File: config.mk
export PLATFORM = sky130hd
export DESIGN_NAME = alu_arbiter
export DESIGN_NICKNAME = d
export VERILOG_FILES = /design/src/rtl/alu_pkg.sv /design/src/rtl/alu_core.sv /design/src/rtl/alu_arbiter.sv
export SDC_FILE = /design/constraint.sdc
export NUM_CORES = 1
export LEC_CHECK = 0
export BUFFER_PORTS_ARGS = -buffer_cell sky130_fd_sc_hd__buf_2
export CORE_UTILIZATION = 27
export DETAILED_ROUTE_END_ITERATION = 8
export GPL_TIMING_DRIVEN = 0
export PLACE_DENSITY = 0.42
export SYNTH_ARGS = -nofsm -noshare
export SYNTH_HDL_FRONTEND = slang
export SYNTH_SLANG_ARGS = --single-unit
File: constraint.sdc
create_clock -name clk -period 2.85 [get_ports clk]
set_input_delay 0.1425 -clock clk [delete_from_list [all_inputs] [get_ports clk]]
set_output_delay 0.1425 -clock clk [all_outputs]
set_load 0.005 [all_outputs]
File: src/rtl/alu_pkg.sv
// Shared definitions for the two-requester ALU arbiter.
//   - ALU op-code constants (4-bit ctl field)
//   - FSM state encoding for the arbiter's request/execute/respond sequence
package alu_pkg;

  localparam int CTL_W = 4;

  localparam logic [CTL_W-1:0] ALU_AND  = 4'd0;
  localparam logic [CTL_W-1:0] ALU_OR   = 4'd1;
  localparam logic [CTL_W-1:0] ALU_ADD  = 4'd2;
  localparam logic [CTL_W-1:0] ALU_SUB  = 4'd6;
  localparam logic [CTL_W-1:0] ALU_SLTU = 4'd7;
  localparam logic [CTL_W-1:0] ALU_XOR  = 4'd12;

  // IDLE accepts one request, EXEC registers the ALU result,
  // RESP holds it until the consumer takes it.
  typedef enum logic [1:0] {
    ST_IDLE = 2'd0,
    ST_EXEC = 2'd1,
    ST_RESP = 2'd2
  } state_t;

endpackage

File: src/rtl/alu_core.sv
// Purely combinational ALU.
// Ports:
//   ctl    : op code (see alu_pkg)
//   a, b   : WIDTH-bit operands
//   result : WIDTH-bit result; unsupported op codes yield 0
// ADD/SUB wrap modulo 2^WIDTH; SLTU is an unsigned compare returning 0/1.
module alu_core
  import alu_pkg::*;
#(
  parameter int WIDTH = 32
) (
  input  logic [CTL_W-1:0] ctl,
  input  logic [WIDTH-1:0] a,
  input  logic [WIDTH-1:0] b,
  output logic [WIDTH-1:0] result
);

  always_comb begin
    result = '0;
    case (ctl)
      ALU_AND:  result = a & b;
      ALU_OR:   result = a | b;
      ALU_ADD:  result = a + b;
      ALU_SUB:  result = a - b;
      ALU_SLTU: result[0] = (a < b);
      ALU_XOR:  result = a ^ b;
      default:  result = '0;
    endcase
  end

endmodule

File: src/rtl/alu_arbiter.sv
// Round-robin arbiter in front of a single shared ALU.
// Ports:
//   clk, reset                 : clock, async active-high reset
//   reqN_valid / reqN_ready    : per-requester handshake (N = 0, 1)
//   reqN_ctl, reqN_a, reqN_b   : per-requester op code and operands
//   rsp_valid / rsp_ready      : result handshake
//   rsp_id                     : requester that issued the result
//   rsp_result, rsp_zero       : registered result and its zero flag
// One operation is in flight at a time: IDLE (grant) -> EXEC (compute)
// -> RESP (hold until taken), so throughput is at most one op per 3 cycles.
module alu_arbiter
  import alu_pkg::*;
#(
  parameter int WIDTH   = 32,
  parameter int RR_INIT = 1
) (
  input  logic             clk,
  input  logic             reset,
  input  logic             req0_valid,
  output logic             req0_ready,
  input  logic [3:0]       req0_ctl,
  input  logic [WIDTH-1:0] req0_a,
  input  logic [WIDTH-1:0] req0_b,
  input  logic             req1_valid,
  output logic             req1_ready,
  input  logic [3:0]       req1_ctl,
  input  logic [WIDTH-1:0] req1_a,
  input  logic [WIDTH-1:0] req1_b,
  output logic             rsp_valid,
  input  logic             rsp_ready,
  output logic             rsp_id,
  output logic [WIDTH-1:0] rsp_result,
  output logic             rsp_zero
);

  localparam logic LAST_INIT = (RR_INIT != 0);

  state_t state, state_nxt;
  logic   last;                // index granted most recently

  logic   gnt_vld;
  logic   gnt_id;
  logic [1:0] valid_vec;
  logic [1:0] ready_vec;

  // Operation captured at handshake; inputs may change freely afterwards.
  logic [3:0]       op_ctl;
  logic [WIDTH-1:0] op_a, op_b;
  logic             op_id;
  logic [WIDTH-1:0] alu_res;

  assign valid_vec = {req1_valid, req0_valid};

  always_comb begin
    state_nxt = state;
    gnt_vld   = 1'b0;
    gnt_id    = 1'b0;
    case (state)
      ST_IDLE: begin
        if (valid_vec == 2'b11) begin
          gnt_vld = 1'b1;
          gnt_id  = ~last;
        end else if (valid_vec[0]) begin
          gnt_vld = 1'b1;
          gnt_id  = 1'b0;
        end else if (valid_vec[1]) begin
          gnt_vld = 1'b1;
          gnt_id  = 1'b1;
        end
        // Ready is only ever raised for a valid requester, so a grant
        // is always a completed handshake.
        if (gnt_vld) state_nxt = ST_EXEC;
      end
      ST_EXEC: state_nxt = ST_RESP;
      ST_RESP: if (rsp_ready) state_nxt = ST_IDLE;
      default: state_nxt = ST_IDLE;
    endcase
  end

  // Reset gates ready directly: state is already IDLE while reset is
  // held, and a requester must not see an accept then.
  assign ready_vec  = (gnt_vld && !reset) ? (gnt_id ? 2'b10 : 2'b01) : 2'b00;
  assign req0_ready = ready_vec[0];
  assign req1_ready = ready_vec[1];

  always_ff @(posedge clk or posedge reset) begin
    if (reset) begin
      state      <= ST_IDLE;
      last       <= LAST_INIT;
      op_ctl     <= '0;
      op_a       <= '0;
      op_b       <= '0;
      op_id      <= 1'b0;
      rsp_result <= '0;
      rsp_id     <= 1'b0;
    end else begin
      state <= state_nxt;
      if (state == ST_IDLE && gnt_vld) begin
        op_ctl <= gnt_id ? req1_ctl : req0_ctl;
        op_a   <= gnt_id ? req1_a   : req0_a;
        op_b   <= gnt_id ? req1_b   : req0_b;
        op_id  <= gnt_id;
        last   <= gnt_id;
      end
      if (state == ST_EXEC) begin
        rsp_result <= alu_res;
        rsp_id     <= op_id;
      end
    end
  end

  alu_core #(.WIDTH(WIDTH)) u_alu (
    .ctl    (op_ctl),
    .a      (op_a),
    .b      (op_b),
    .result (alu_res)
  );

  assign rsp_valid = (state == ST_RESP);
  // Taken from the registered result, so it holds with it and reads 1 in reset.
  assign rsp_zero  = (rsp_result == '0);

endmodule

==> metrics.csv, run 1 <==
stage,metric,value,unit
critical_path,arrival,3550,ps
synthesis,synth_cell_types,73,
critical_path,startpoint,op_a[4],
global_route,antenna_found_initial,0,
power,powerDensity,1521,nW/um^2
final_layout,drive_above_1_share,30.11,%
critical_path,critical_path_class,flop to flop,
power,vdd_ir_drop_max,0.5272,mV
detailed_routing,finalWirelength,40920,um
global_route,grtUsageTotal,22.80,%
critical_path,path_buf_inv,3,
critical_path,r2r-start,op_a[4],
synthesis,syn_area,9540,sq um
critical_path,slowest_stage,a2111oi_4,
die,start_util,27.55,%
final_layout,postLayoutCoreUtil,37.19,%
timing,finalSetupViolCount,21,
critical_path,required,3160,ps
status,violations,negative setup slack,
hold_path,hold_path_class,input port to flop,
final_layout,fillers,3682,
global_route,grt_pass1_wl,61030,um
final_layout,final_common_cell,buf_2,
timing,worstMarginPinSlew,1212,ps
timing,hold_viol_final,0,
clock_network,cts.path.max_buffers,2,
synthesis,synth-async-reset-ratio,100.0,%
timing,clock_skew,19.90,ps
detailed_routing,drc,0,
critical_path,critPathLaunchType,flop,
die,die_y,190.0,um
critical_path,cp_top_family,compound AO/OA/AOI/OAI gates,
synthesis,syn-num-nets,1448,
global_route,grt_overflow,0,
die,rows,68,
detailed_routing,routedWlPerCell,21.28,um
placement,io_buffers,177,
timing,period_needed,3240,ps
critical_path,slowest_delay,520,ps
detailed_routing,dr.pass1.iters,5,
global_route,grt_use_met2,34.85,%
die,die_area,36090,sq um
clock_network,numCtsBuffers,9,
synthesis,ys_ff_latch,105,
final_layout,instances_no_fill,1923,
clock_network,clock-sinks,105,
detailed_routing,avgViaCountPerCell,5.218,
clock_network,htreeDepth,3,
placement,place_congestion,0.9033,
critical_path,crit_chain,inv_2 -> ha_4 -> buf_6 -> nor2_4 -> o211ai_1 -> a2111oi_4 -> nor4b_4 -> o41ai_4 -> a41oi_4 -> nor3_2 -> buf_4 -> a31oi_1 -> a41oi_1,
status,outcome,finished with violations,
critical_path,crit_path_end_kind,flop,
synthesis,syn_area_per_cell,7.944,sq um
detailed_routing,drt_iter0_drc,748,
global_route,grt_most_used_layer,met2,
clock_network,cts_tree,done,
synthesis,synth_enable_flop_cells,0,
global_route,grt_pass1_vias,9794,
synthesis,ys_top_cells_by_area,"dfrtp_1, ha_1, a21oi_1",
global_route,grt_max_degree,38,
timing,fin_ws,-390.1,ps
timing,slew_headroom,19.19,%
power,power_leakage,6.135,nW
clock_network,cts_root_buffer,clkbuf_16,
synthesis,yosysTopAreaCell,dfrtp_1,
power,total_power,0.01959,W
detailed_routing,ant_nets,0,
timing,holdWs,46.70,ps
final_layout,syn_to_final_growth,34.99,%
synthesis,synth_warnings,0,
synthesis,synth_seq_area_share,27.55,%
job,maxCapViolCount,0,
global_route,use_met3,3.782,%
global_route,gr-usage-met1,31.73,%
timing,fmax,308.6,MHz
hold_path,min_from,req1_a[26],
timing,period_share,113.7,%
synthesis,synthCells,1201,
detailed_routing,num_vias,10034,
final_layout,diodes,0,
die,ioPinCount,178,
final_layout,final_cell_mix,"buf_2, nor2_1, a21oi_1, dfrtp_1, nand2_1",
synthesis,synth_top_area_share,27.28,%
clock_network,clk_pin_slew_worst_paths,90,ps
placement,dp_hpwl,29600,um
timing,drv_slew,0,
clock_network,insertion_delay,390,ps
die,die_w,190.0,um
die,core,34630,sq um
placement,place_inst,1835,
timing,rsz0062_at_grt,yes,
final_layout,nNetsFinal,1710,
critical_path,critPathMaxFanout,3,
placement,dp_slack,-944.4,ps
synthesis,synth_ff_type,dfrtp_1,
-- worst paths after layout --
| check | end | slack, ps | cells past startpoint |
|---|---|---|---|
| max in group asynchronous | last | 1680 | 4 |
| max reg2reg | rsp_result[27] | -390 | 13 |
| min reg2reg | last | 490 | 2 |
| min | op_a[26] | 50 | 3 |
| min in group asynchronous | op_a[0] | 470 | 3 |
| max | rsp_result[27] | -390 | 13 |
-- cells in the mapped netlist, drive strengths merged (5+ instances only) --
library cell    n
nand3          13
a221oi         22
dfrtp         104
o21bai          9
a211oi         11
o21a            6
a21oi         143
a21o           11
clkbuf         54
o221ai         15
nor3           23
ha            104
a31oi          13
o21ai          76
nand2b         14
and3            7
nor4           17
o211ai         19
a22oi           5
nor2b          13
or3             5
xnor2           5
a41oi           5
inv           100
buf            22
o31ai           6
nor2          144
nand4           5
nand2          98
o22ai           6
a2111oi         5
mux2i          70
-- area by class of cell --
type	instances	area, sq um	area share (%)
Buffer	73	354.1	2.749
Clock buffer	10	229.0	1.778
Clock inverter	6	72.57	0.5635
Inverter	100	384.1	2.983
Multi-Input combinational cell	920	7073	54.92
Sequential cell	105	2634	20.45
Tap cell	455	569.3	4.420
Timing Repair Buffer	254	1563	12.13
-- power breakdown --
group	total (W)	switching [W]	internal, W	leakage [nW]
Combinational	0.0154	0.00920	0.00617	4.75
Sequential	0.00285	0.000701	0.00215	1.24
Clock	0.00138	0.000678	0.000698	0.150
-- cell families after synthesis --
| family | after synthesis | synth area share, % |
|---|---|---|
| and+or+nand+nor | 353 | 16.75 |
| muxes | 70 | 7.344 |
| AOI/OAI and AO/OA | 386 | 26.68 |
| buffers and inverters | 176 | 7.161 |
| adders and majority gates | 106 | 14.06 |
| DFF | 105 | 27.55 |
| xor gates and xnor gates | 5 | 0.4590 |
-- registers in the layout, summed over array words and instances, names as in the netlist --
register / cells
op_ctl: 4
op_id: 1
rsp_result: 32
op_a: 32
state: 2
rsp_id: 1
op_b: 32
last: 1
-- tightest hold or removal path: stages --
cell and delay, ps:
buf_2 70, mux2i_1 50, a21oi_1 130
-- metrics by stage --
stage / cell area, sq um / TNS, ps
floorplan: 9548 / -66.22
global placement: 11000 / -21300
detailed placement: 11040 / -21870
CTS: 12510 / -4181
global route: 12880 / -7060
finish: 12880 / -4814
-- routing by layer --
metal / part of all wire (%) / vias to the layer above
li1: - / 4809
met1: 48 / 4856
met2: 44 / 312
met3: 5.0 / 57
met4: 3.2 / 0
met5: 0 / -
-- timing repair --
item | in CTS | in global routing
pin swaps | 64 | 56
endpoints found under the hold margin | 33 | 0
hold buffers | 2 | 0
setup endpoints to repair | 32 | 32
setup buffers | 60 | 18
gates resized for setup | 168 | 81
(Power assumes the default switching activity.)
==> run 2: changes to the inputs <==
SYNTH_HIERARCHICAL = 1   (was not set)
==> metrics.csv, run 2 <==
stage,metric,value,unit,change
clock_network,htreeDepth,3,,unchanged
synthesis,ys_ff_latch,105,,unchanged
synthesis,synth_ff_type,dfrtp_1,,
timing,worstMarginPinSlew,793.1,ps,-419.0 ps
synthesis,syn_area,10040,sq um,+5.2%
global_route,antenna_found_initial,0,,unchanged
final_layout,regArea,2664,sq um,+1.1%
timing,hold_viol_final,0,,unchanged
die,core,36610,sq um,+5.7%
placement,place_congestion,0.9532,,+5.5%
synthesis,synth-async-reset-ratio,100.0,%,unchanged
final_layout,nNetsFinal,1666,,-2.6%
synthesis,syn-num-nets,1364,,-5.8%
critical_path,path_common_cell,mux2_4,,
critical_path,critical_path_class,flop to flop,,
die,die_y,194.8,um,+2.6%
detailed_routing,ant_nets,0,,unchanged
timing,drv_slew,0,,unchanged
synthesis,syn_area_per_cell,9.003,sq um,+13%
critical_path,endpoint,rsp_result[31],,
critical_path,crit_chain,inv_2 -> ha_4 -> a21o_1 -> and2_4 -> a311o_1 -> or3_4 -> o21ai_4 -> nor3_4 -> a21oi_2 -> mux2_4 -> a211o_4 -> mux2_4,,
final_layout,diodes,0,,unchanged
placement,io_buffers,176,,-0.56%
clock_network,clock-sinks,105,,unchanged
final_layout,instances_no_fill,1890,,-1.7%
timing,fin_ws,-537.3,ps,-147.2 ps
final_layout,multiInputGateArea,7750,sq um,+9.6%
clock_network,clk_pin_slew_worst_paths,90,ps,about the same
synthesis,synth_warnings,6,,+6
critical_path,crit_path_end_kind,flop,,
job,maxCapViolCount,0,,unchanged
die,die_w,194.8,um,+2.6%
detailed_routing,finalWirelength,45140,um,+10%
timing,clock_skew,14.02,ps,-5.878 ps
critical_path,cp_top_family,compound AO/OA/AOI/OAI gates,,
status,violations,negative setup slack,,
critical_path,r2r-start,op_b[16],,
timing,slew_headroom,47.01,%,+28 points
detailed_routing,avgViaCountPerCell,5.537,,+6.1%
clock_network,cts_root_buffer,clkbuf_16,,
placement,place_inst,1763,,-3.9%
global_route,grt_max_degree,40,,+5.3%
timing,fmax,295.2,MHz,-4.3%
synthesis,synthCells,1115,,-7.2%
detailed_routing,drc,0,,unchanged
clock_network,cts_tree,done,,
status,outcome,finished with violations,,
global_route,grtUsageTotal,23.51,%,+0.71 points
detailed_routing,drt_iter0_drc,859,,+15%
critical_path,r2r_end,rsp_result[31],,
critical_path,arrival,3650,ps,+100 ps
critical_path,slowest_delay,470,ps,-50 ps
synthesis,synth_seq_area_share,26.19,%,-1.4 points
critical_path,critPathMaxFanout,3,,unchanged
global_route,grt_pass1_vias,10316,,+5.3%
final_layout,top_regs,"op_a (32), op_b (32), rsp_result (32)",,
final_layout,final_common_cell,buf_2,,
synthesis,synth_cell_types,88,,+21%
global_route,grt_pass1_wl,66560,um,+9.1%
timing,period_needed,3387,ps,+147.2 ps
hold_path,hold_path_class,input port to flop,,
synthesis,synth_enable_flop_cells,0,,unchanged
final_layout,final_cell_mix,"buf_2, buf_4, nor2_1, dfrtp_1, ha_1",,
die,die_area,37950,sq um,+5.2%
final_layout,fillers,3721,,+1.1%
final_layout,drive_above_1_share,42.83,%,+13 points
detailed_routing,num_vias,10464,,+4.3%
synthesis,ys_top_cells_by_area,"dfrtp_1, ha_1, o221a_1",,
critical_path,cp.depth,12,,-1
synthesis,yosysTopAreaCell,dfrtp_1,,
die,ioPinCount,178,,unchanged
timing,period_share,118.9,%,+5.2 points
timing,rsz0062_at_grt,yes,,
placement,dp_hpwl,33570,um,+13%
global_route,grt_overflow,0,,unchanged
synthesis,synth_top_area_share,25.93,%,-1.4 points
timing,finalSetupViolCount,21,,unchanged
final_layout,syn_to_final_growth,41.21,%,
detailed_routing,routedWlPerCell,23.88,um,+12%
synthesis,yosysMostFrequentCell,ha_1,,
clock_network,numCtsBuffers,9,,unchanged
clock_network,cts.path.max_buffers,2,,unchanged
synthesis,synth_common_cells,"ha_1, dfrtp_1, inv_1",,
critical_path,startpoint,op_b[16],,
critical_path,slowest_stage,dfrtp_2,,
critical_path,r2r_cells,12,,-1
clock_network,insertion_delay,390,ps,about the same
detailed_routing,dr.pass1.iters,5,,unchanged
critical_path,rrSetupSlack,-540,ps,-150 ps
critical_path,critPathLaunchType,flop,,
critical_path,path_buf_inv,1,,-2
critical_path,required,3110,ps,-50 ps
die,rows,70,,+2.9%
die,start_util,27.42,%,-0.13 points
## run 2: cell types whose count changed after synthesis, sizes merged, moves of 6 or more
cell    change
mux2       +34
o221ai      -8
o221a      +70
a21oi      -54
o21ai      -24
nor2       -52
o21bai      +6
nand2b      -9
nand4b     +68
nand2      -41
a21o        +6
mux2i      -68
a221oi     -13
## run 2: metrics by stage
step / setup TNS [ps] / util, % / hold slack (ps) / worst slack, ps / cell area [sq um]
floorplan: -269.8 / - / 205.5 / -187.5 / 10150
global placement: -31360 / 31.74 / 389.7 / -1254 / 11620
detailed placement: -18030 / 31.92 / 359.1 / -1042 / 11690
CTS: -6182 / 37.48 / 6.338 / -530.7 / 13720
global route: -8836 / 38.72 / 11.65 / -603.3 / 14170
finish: -6996 / 38.72 / 17.14 / -537.3 / 14170
## run 2: how the worst min path moves through the flow
stage                           from       end  cells past startpoint
final                      req0_a[8]   op_a[8]                      2
after global routing      req0_b[16]  op_b[16]                      2
after CTS                  req0_a[7]   op_a[7]                      2
after detailed placement       reset  state[1]                      2
after global placement    req0_valid      last                      2
after floorplan           req0_valid      last                      1
## run 2: cell type report
class	count	share of cell area (%)
Buffer	76	4.052
Clock inverter	6	0.4060
Sequential cell	105	18.79
Timing Repair Buffer	297	13.66
Multi-Input combinational cell	833	54.67
Tap cell	468	4.131
Clock buffer	10	1.686
Inverter	95	2.595
## run 2: kinds of logic (layout without fill, tap and decap cells)
family / count (synthesis) / in the layout / synth area share (%)
adders and majority gates: 108 / 108 / 13.61
and+or+nand+nor: 312 / 312 / 17.77
AOI/OAI and AO/OA: 377 / 377 / 29.23
buffers and inverters: 177 / 484 / 9.186
DFF: 105 / 105 / 26.19
muxes: 36 / 36 / 4.013
## run 2: timing repair
item	4_1_cts	5_1_grt
pin swaps	88	67
buffers inserted	94	25
hold buffers	2	0
hold endpoints to repair	35	0
endpoints found under the setup margin	32	32
gates cloned	1	0
resized for setup	233	92
## run 2: worst register-to-register path, stage by stage (launching register included)
cell and delay, ps:
dfrtp_2 470, inv_2 110, ha_4 210, a21o_1 200
and2_4 140, a311o_1 360, or3_4 410, o21ai_4 240
nor3_4 90, a21oi_2 170, mux2_4 320, a211o_4 310
mux2_4 260
## run 2: layer usage
| layer | wire length, um | GRT usage (%) |
|---|---|---|
| met3 | 2732 | 3.245 |
| met4 | 934 | 5.453 |
| met5 | 0 | 0 |
| met1 | 21780 | 34.66 |
| met2 | 19700 | 35.94 |
Power of run 2 is left out: the tool's default activity adds up to more than one toggle a clock period on the data nets, which glitch-free logic cannot reach.
